`src/rtl/tcam_lookup_sched.sv`:
```
// tcam_lookup_sched
// Command scheduler in front of the TCAM Mem stage. Write, flush and lookup
// requests arrive on a valid/ready port and are queued in a small FIFO. They
// are issued to the Mem MODE/operand pins one at a time. A lookup waits out
// the Mem compare latency, captures DstID_Out and returns it with the request
// tag on a valid/ready response port.
//
// Ports
//   clk, rst                  clock, asynchronous active-high reset
//   req_valid/req_ready       request handshake
//   req_op                    0=lookup 1=write 2=flush 3=reserved (dropped)
//   req_tag, req_id           lookup tag and key
//   req_data/mask/addr/vbi    write operands
//   rsp_valid/rsp_ready       response handshake
//   rsp_tag, rsp_dst, rsp_hit lookup result (dst 0 = miss)
//   mem_*                     registered Mem stage drive; mem_dst_id is Mem result
module tcam_lookup_sched #(
  parameter int ID_Width    = 4,
  parameter int AddressSize = 4,
  parameter int TAG_W       = 4,
  parameter int FIFO_DEPTH  = 4,
  parameter int CMP_WAIT    = 2
) (
  input  logic                   clk,
  input  logic                   rst,
  input  logic                   req_valid,
  output logic                   req_ready,
  input  logic [1:0]             req_op,
  input  logic [TAG_W-1:0]       req_tag,
  input  logic [ID_Width-1:0]    req_id,
  input  logic [2*ID_Width-1:0]  req_data,
  input  logic [2*ID_Width-1:0]  req_mask,
  input  logic [AddressSize-1:0] req_addr,
  input  logic                   req_vbi,
  output logic                   rsp_valid,
  input  logic                   rsp_ready,
  output logic [TAG_W-1:0]       rsp_tag,
  output logic [ID_Width-1:0]    rsp_dst,
  output logic                   rsp_hit,
  output logic [2:0]             mem_mode,
  output logic [ID_Width-1:0]    mem_packet_id,
  output logic                   mem_vbe,
  output logic                   mem_dcs,
  output logic                   mem_vbi,
  output logic [2*ID_Width-1:0]  mem_data,
  output logic [2*ID_Width-1:0]  mem_mskb,
  output logic [AddressSize-1:0] mem_addr,
  input  logic [ID_Width-1:0]    mem_dst_id
);

  localparam int BITS  = 2 * ID_Width;
  localparam int PTR_W = $clog2(FIFO_DEPTH);
  localparam int CNT_W = $clog2(CMP_WAIT + 1);

  localparam logic [2:0] MODE_I = 3'b000;
  localparam logic [2:0] MODE_W = 3'b001;
  localparam logic [2:0] MODE_F = 3'b011;
  localparam logic [2:0] MODE_C = 3'b100;

  localparam logic [1:0] OP_LOOKUP = 2'd0;
  localparam logic [1:0] OP_WRITE  = 2'd1;
  localparam logic [1:0] OP_FLUSH  = 2'd2;

  typedef enum logic [2:0] {IDLE, ISSUE, WAIT, CAPT, RESP} state_t;

  typedef struct packed {
    logic [1:0]             op;
    logic [TAG_W-1:0]       tag;
    logic [ID_Width-1:0]    id;
    logic [BITS-1:0]        data;
    logic [BITS-1:0]        mask;
    logic [AddressSize-1:0] addr;
    logic                   vbi;
  } cmd_t;

  // ---------------- request FIFO ----------------
  cmd_t             fifo_mem [FIFO_DEPTH];
  cmd_t             head;
  logic [PTR_W-1:0] wr_ptr_reg, rd_ptr_reg;
  logic [PTR_W:0]   count_reg;
  logic             full, empty, push, pop;

  assign full      = (count_reg == (PTR_W + 1)'(FIFO_DEPTH));
  assign empty     = (count_reg == '0);
  assign req_ready = !full;
  assign push      = req_valid && !full;
  assign head      = fifo_mem[rd_ptr_reg];

  always_ff @(posedge clk) begin
    if (push)
      fifo_mem[wr_ptr_reg] <= '{req_op, req_tag, req_id, req_data, req_mask, req_addr, req_vbi};
  end

  // Pointers wrap naturally because FIFO_DEPTH is a power of two.
  always_ff @(posedge clk or posedge rst) begin
    if (rst) begin
      wr_ptr_reg <= '0;
      rd_ptr_reg <= '0;
      count_reg  <= '0;
    end else begin
      if (push) wr_ptr_reg <= wr_ptr_reg + 1'b1;
      if (pop)  rd_ptr_reg <= rd_ptr_reg + 1'b1;
      case ({push, pop})
        2'b10:   count_reg <= count_reg + 1'b1;
        2'b01:   count_reg <= count_reg - 1'b1;
        default: count_reg <= count_reg;
      endcase
    end
  end

  // ---------------- sequencer ----------------
  state_t             state_reg, state_next;
  logic [CNT_W-1:0]   cnt_reg, cnt_next;
  logic [1:0]         op_reg, op_next;
  logic [TAG_W-1:0]   tag_reg, tag_next;
  logic               rsp_valid_reg, rsp_valid_next;
  logic [TAG_W-1:0]   rsp_tag_reg, rsp_tag_next;
  logic [ID_Width-1:0] rsp_dst_reg, rsp_dst_next;
  logic               rsp_hit_reg, rsp_hit_next;
  logic [2:0]         mode_reg, mode_next;
  logic [ID_Width-1:0] pid_reg, pid_next;
  logic               vbe_reg, vbe_next, dcs_reg, dcs_next, vbi_reg, vbi_next;
  logic [BITS-1:0]    data_reg, data_next, mskb_reg, mskb_next;
  logic [AddressSize-1:0] addr_reg, addr_next;

  always_comb begin
    state_next     = state_reg;
    cnt_next       = cnt_reg;
    op_next        = op_reg;
    tag_next       = tag_reg;
    rsp_valid_next = rsp_valid_reg;
    rsp_tag_next   = rsp_tag_reg;
    rsp_dst_next   = rsp_dst_reg;
    rsp_hit_next   = rsp_hit_reg;
    // Mem pins idle unless a command is being loaded for its ISSUE cycle.
    mode_next      = MODE_I;
    pid_next       = '0;
    vbe_next       = 1'b0;
    dcs_next       = 1'b0;
    vbi_next       = 1'b0;
    data_next      = '0;
    mskb_next      = '0;
    addr_next      = '0;
    pop            = 1'b0;
    case (state_reg)
      IDLE: begin
        if (!empty) begin
          // Mem pins are registered, so the operands are loaded at the pop
          // edge and are therefore visible throughout the ISSUE cycle.
          pop        = 1'b1;
          op_next    = head.op;
          tag_next   = head.tag;
          state_next = ISSUE;
          case (head.op)
            OP_LOOKUP: begin
              mode_next = MODE_C;
              pid_next  = head.id;
            end
            OP_WRITE: begin
              mode_next = MODE_W;
              vbe_next  = 1'b1;
              dcs_next  = 1'b1;
              vbi_next  = head.vbi;
              data_next = head.data;
              mskb_next = head.mask;
              addr_next = head.addr;
            end
            OP_FLUSH: mode_next = MODE_F;
            default:  mode_next = MODE_I;
          endcase
        end
      end
      ISSUE: begin
        if (op_reg == OP_LOOKUP) begin
          cnt_next   = CNT_W'(CMP_WAIT - 1);
          state_next = WAIT;
        end else begin
          state_next = IDLE;
        end
      end
      WAIT: begin
        if (cnt_reg == '0) state_next = CAPT;
        else               cnt_next   = cnt_reg - 1'b1;
      end
      CAPT: begin
        rsp_valid_next = 1'b1;
        rsp_tag_next   = tag_reg;
        rsp_dst_next   = mem_dst_id;
        rsp_hit_next   = |mem_dst_id;
        state_next     = RESP;
      end
      RESP: begin
        if (rsp_ready) begin
          rsp_valid_next = 1'b0;
          state_next     = IDLE;
        end
      end
      default: state_next = IDLE;
    endcase
  end

  always_ff @(posedge clk or posedge rst) begin
    if (rst) begin
      state_reg     <= IDLE;
      cnt_reg       <= '0;
      op_reg        <= '0;
      tag_reg       <= '0;
      rsp_valid_reg <= 1'b0;
      rsp_tag_reg   <= '0;
      rsp_dst_reg   <= '0;
      rsp_hit_reg   <= 1'b0;
      mode_reg      <= MODE_I;
      pid_reg       <= '0;
      vbe_reg       <= 1'b0;
      dcs_reg       <= 1'b0;
      vbi_reg       <= 1'b0;
      data_reg      <= '0;
      mskb_reg      <= '0;
      addr_reg      <= '0;
    end else begin
      state_reg     <= state_next;
      cnt_reg       <= cnt_next;
      op_reg        <= op_next;
      tag_reg       <= tag_next;
      rsp_valid_reg <= rsp_valid_next;
      rsp_tag_reg   <= rsp_tag_next;
      rsp_dst_reg   <= rsp_dst_next;
      rsp_hit_reg   <= rsp_hit_next;
      mode_reg      <= mode_next;
      pid_reg       <= pid_next;
      vbe_reg       <= vbe_next;
      dcs_reg       <= dcs_next;
      vbi_reg       <= vbi_next;
      data_reg      <= data_next;
      mskb_reg      <= mskb_next;
      addr_reg      <= addr_next;
    end
  end

  assign rsp_valid     = rsp_valid_reg;
  assign rsp_tag       = rsp_tag_reg;
  assign rsp_dst       = rsp_dst_reg;
  assign rsp_hit       = rsp_hit_reg;
  assign mem_mode      = mode_reg;
  assign mem_packet_id = pid_reg;
  assign mem_vbe       = vbe_reg;
  assign mem_dcs       = dcs_reg;
  assign mem_vbi       = vbi_reg;
  assign mem_data      = data_reg;
  assign mem_mskb      = mskb_reg;
  assign mem_addr      = addr_reg;

endmodule

```
`config.mk`:
```
export PLATFORM = sky130hd
export DESIGN_NAME = tcam_lookup_sched
export DESIGN_NICKNAME = d
export VERILOG_FILES = /design/src/rtl/tcam_lookup_sched.sv
export SDC_FILE = /design/constraint.sdc
export NUM_CORES = 1
export LEC_CHECK = 0
export CAP_MARGIN = 20
export CORE_MARGIN = 5
export CORE_UTILIZATION = 55
export CTS_CLUSTER_DIAMETER = 120
export DETAILED_ROUTE_END_ITERATION = 12
export PLACE_DENSITY = 0.8
export SETUP_SLACK_MARGIN = 0.15
export SYNTH_ARGS = -nofsm -noshare
export SYNTH_HDL_FRONTEND = slang
export SYNTH_SLANG_ARGS = --single-unit
```
`constraint.sdc`:
```
create_clock -name clk -period 3.1 [get_ports clk]
set_clock_uncertainty 0.1 [all_clocks]
set_input_delay 0.465 -clock clk [delete_from_list [all_inputs] [get_ports clk]]
set_output_delay 0.465 -clock clk [all_outputs]
set_load 0.02 [all_outputs]
```
==> results.toml <==
[clock_network]
clkLatencyLatePin_ps = 420
clock_sinks = 181
cts.clk_slew.worst_paths_ps = 60
cts.path.max_buffers = 2
cts_tree = "done"
cts_hold_buf = 0
root_buffer = "clkbuf_16"
numCtsBuffers = 17
cts_htree_levels = 4
postCtsSetupRepairBufs = 0
cts_resized = 0

[run]
drv_cap = 0

[outcome]
status = "completed"

[detailed_routing]
first_iter_violations = 181
wl_mm = 12.0
dr.pass1.iters = 4
wire_per_inst_um = 19.7
vias = 3240
drc = 0
post_drt_via_cell_ratio = 5.35
drtAntennaViolNets = 0

[setup_path]
r2r_setup_slack_ps = 610
endpoint_kind = "flip-flop"
r2r-end = "mem_mskb[6]$_DFF_PP0_"
rr_worst_depth = 5
cp.arrival_ps = 2690
crit_type = "flip-flop to flip-flop"
cp.required_ps = 3300
reg2reg_from = "rd_ptr_reg[0]$_DFFE_PP0P_"
crit_path_max_fanout = 22
start_kind = "flip-flop"

[floorplanning]
placeableCoreArea_um2 = 12100
die_h_um = 121
initial_utilization_pct = 56.4
boundaryPins = 80
num_rows = 40
fp.dieW_um = 121
die_area_um2 = 14700

[sta]
finalSetupViolations = 0
worst_pin_slew_ps = 869
fin_tns_setup_ps = 0
final_hold_viol_count = 0
rsz0062_at_grt = "no"
min_period_over_period_pct = 80.2
fin_crit_ps = 2490
slew_violations = 0
max_freq_ghz = 0.402
relSlewSlack_pct = 42.1

[synth]
synth_flop_cell = "edfxtp_1"
ys_seq_area_share_pct = 75.7
synthCells = 334
syn_nets = 383
postSynth.asyncResetShare_pct = 31.5
avgSynthCellArea_um2 = 20.4
ys_warn_count = 0
netlist_area_um2 = 6800
synth-seq-cells = 181
synth_edf_count = 124
synth.distinct_cells = 37

[global_route]
grt_pass1_vias = 3570
use_met2_pct = 29.7
antenna_found_initial = 0
grt_overflow = 0
track_usage_pct = 17.9
grt_max_degree = 58
grtUsageMet1_pct = 22.8
grt_util_met3_pct = 5.08
grt_pass1_wl_mm = 19.3
grt.busiest_layer = "met2"

[placement]
gp_congestion = 0.717
io_buffers = 79
place_hpwl_mm = 7.21

[power]
clkPwrFrac_pct = 27.1
power.internal_w = 0.00588
power_switching_w = 0.00238
p_total_w = 0.00826
comb_power_share_pct = 30.1
irDropWorstVdd_mv = 0.534
p_per_area_nw_per_um2 = 982
power.leakage_nw = 3.14
pwr-share-seq_pct = 42.7
power.share.switching_pct = 28.8

[final_layout]
area_growth_pct = 23.7
fin_nets = 474
largest_reg_flops = 124
antennaDiodeCount = 0
final_layout_size_suffix_gt1_share_pct = 22.1
fillers = 765
regMostFlops = "fifo_mem"

[min_path]
hold_path.class = "input port to asynchronous set/reset pin"
-- how the worst max path moves through the flow --
| stage | depth (start not counted) | to | slack, ps | start |
|---|---|---|---|---|
| after floorplan | 9 | count_reg[2]$_DFFE_PP0P_ | 800 | count_reg[1]$_DFFE_PP0P_ |
| after CTS | 5 | mem_data[6]$_DFF_PP0_ | 560 | rd_ptr_reg[0]$_DFFE_PP0P_ |
| after global routing | 5 | mem_mskb[5]$_DFF_PP0_ | 410 | rd_ptr_reg[0]$_DFFE_PP0P_ |
| final | 5 | mem_mskb[6]$_DFF_PP0_ | 610 | rd_ptr_reg[0]$_DFFE_PP0P_ |
| after global placement | 5 | mem_mskb[5]$_DFF_PP0_ | 650 | rd_ptr_reg[0]$_DFFE_PP0P_ |
| after detailed placement | 5 | mem_mskb[2]$_DFF_PP0_ | 590 | rd_ptr_reg[0]$_DFFE_PP0P_ |
-- power groups by stage --
| stage | Clock, W | Combinational, W | Sequential [W] |
|---|---|---|---|
| 2_1_floorplan | 0 | 0.00155 | 0.00369 |
| 6_report | 0.00224 | 0.00249 | 0.00353 |
| 3_5_place_dp | 0 | 0.00252 | 0.00358 |
| 3_3_place_gp | 0 | 0.00245 | 0.00355 |
| 5_1_grt | 0.00239 | 0.00271 | 0.00360 |
| 4_1_cts | 0.00228 | 0.00256 | 0.00354 |
-- cells in the final DEF (no fill, tap or decap), types with 2 or more instances in the layout --
| cell type | netlist | routed |
|---|---|---|
| and3_1 | 8 | 4 |
| clkdlybuf4s50_1 | 0 | 79 |
| bufinv_16 | 0 | 4 |
| xor2_1 | 3 | 3 |
| and2_1 | 26 | 26 |
| xnor2_1 | 3 | 3 |
| nand2_1 | 5 | 5 |
| inv_6 | 0 | 3 |
| and3_2 | 0 | 4 |
| or3b_1 | 2 | 2 |
| ha_1 | 9 | 9 |
| dfrtp_2 | 0 | 2 |
| a21oi_1 | 3 | 3 |
| o21ai_0 | 2 | 2 |
| nor3_1 | 2 | 2 |
| dfrtp_1 | 57 | 55 |
| inv_1 | 12 | 11 |
| mux2i_1 | 2 | 2 |
| mux2_2 | 9 | 9 |
| buf_4 | 2 | 7 |
| clkinv_4 | 0 | 4 |
| edfxtp_1 | 124 | 124 |
| mux4_2 | 31 | 31 |
| clkbuf_16 | 0 | 17 |
| mux2_4 | 6 | 6 |
| clkinv_2 | 0 | 2 |
-- synth_stat cells, types with 2 or more instances --
master    number  share of area, %
edfxtp_1     124                55
dfrtp_1       57                21
mux4_2        31                10
and2_1        26               2.4
inv_1         12              0.66
ha_1           9               1.7
mux2_2         9               1.5
and3_1         8              0.74
mux2_4         6               1.3
buf_2          5              0.37
nand2_1        5              0.28
buf_6          4              0.66
a21oi_1        3              0.22
buf_1          3              0.17
xnor2_1        3              0.39
xor2_1         3              0.39
buf_4          2              0.22
mux2i_1        2              0.29
nor3_1         2              0.15
o21ai_0        2              0.15
or3b_1         2              0.26
-- worst max-delay path, stage by stage (launching register included) --
cell	delay, ps
dfrtp_2	380
buf_4	340
mux4_2	600
ha_1	230
and3_1	430
and2_1	280
-- final cells by class --
type                            instances  area [um^2]  area share [%]
Sequential cell                       181         5150            61.3
Multi-Input combinational cell        126         1510            18.0
Timing Repair Buffer                   87          863            10.3
Clock buffer                           18          429            5.10
Tap cell                              168          210            2.50
Clock inverter                         14          199            2.37
Inverter                               12         45.0           0.535
-- routing by layer --
metal	vias up	part of all wire, %
met3	15	4.4
met4	0	1.4
met1	1679	41
li1	1456	-
met2	90	53
met5	-	0
-- kinds of logic (layout without fill, tap and decap cells) --
group	Yosys count	count (layout)	share of synthesized area (%)
AOI/OAI and AO/OA	7	7	0.717
buffers and inverters	27	131	2.13
and+or+nand+nor	54	54	5.19
DFF	181	181	75.7
muxes	49	49	13.5
xor gates and xnor gates	6	6	0.773
adders and majority gates	10	10	1.95
-- per-stage QoR --
step	hold WS, ps	instance area (um^2)	instances	worst slack [ps]	utilization, %
after global placement	365	7780	574	647	64.5
final	323	8410	606	615	69.7
after detailed placement	380	7780	574	586	64.5
after floorplan	355	6800	334	799	-
after CTS	332	8410	606	562	69.7
after global routing	350	8410	606	407	69.7
(Power assumes the default switching activity.)
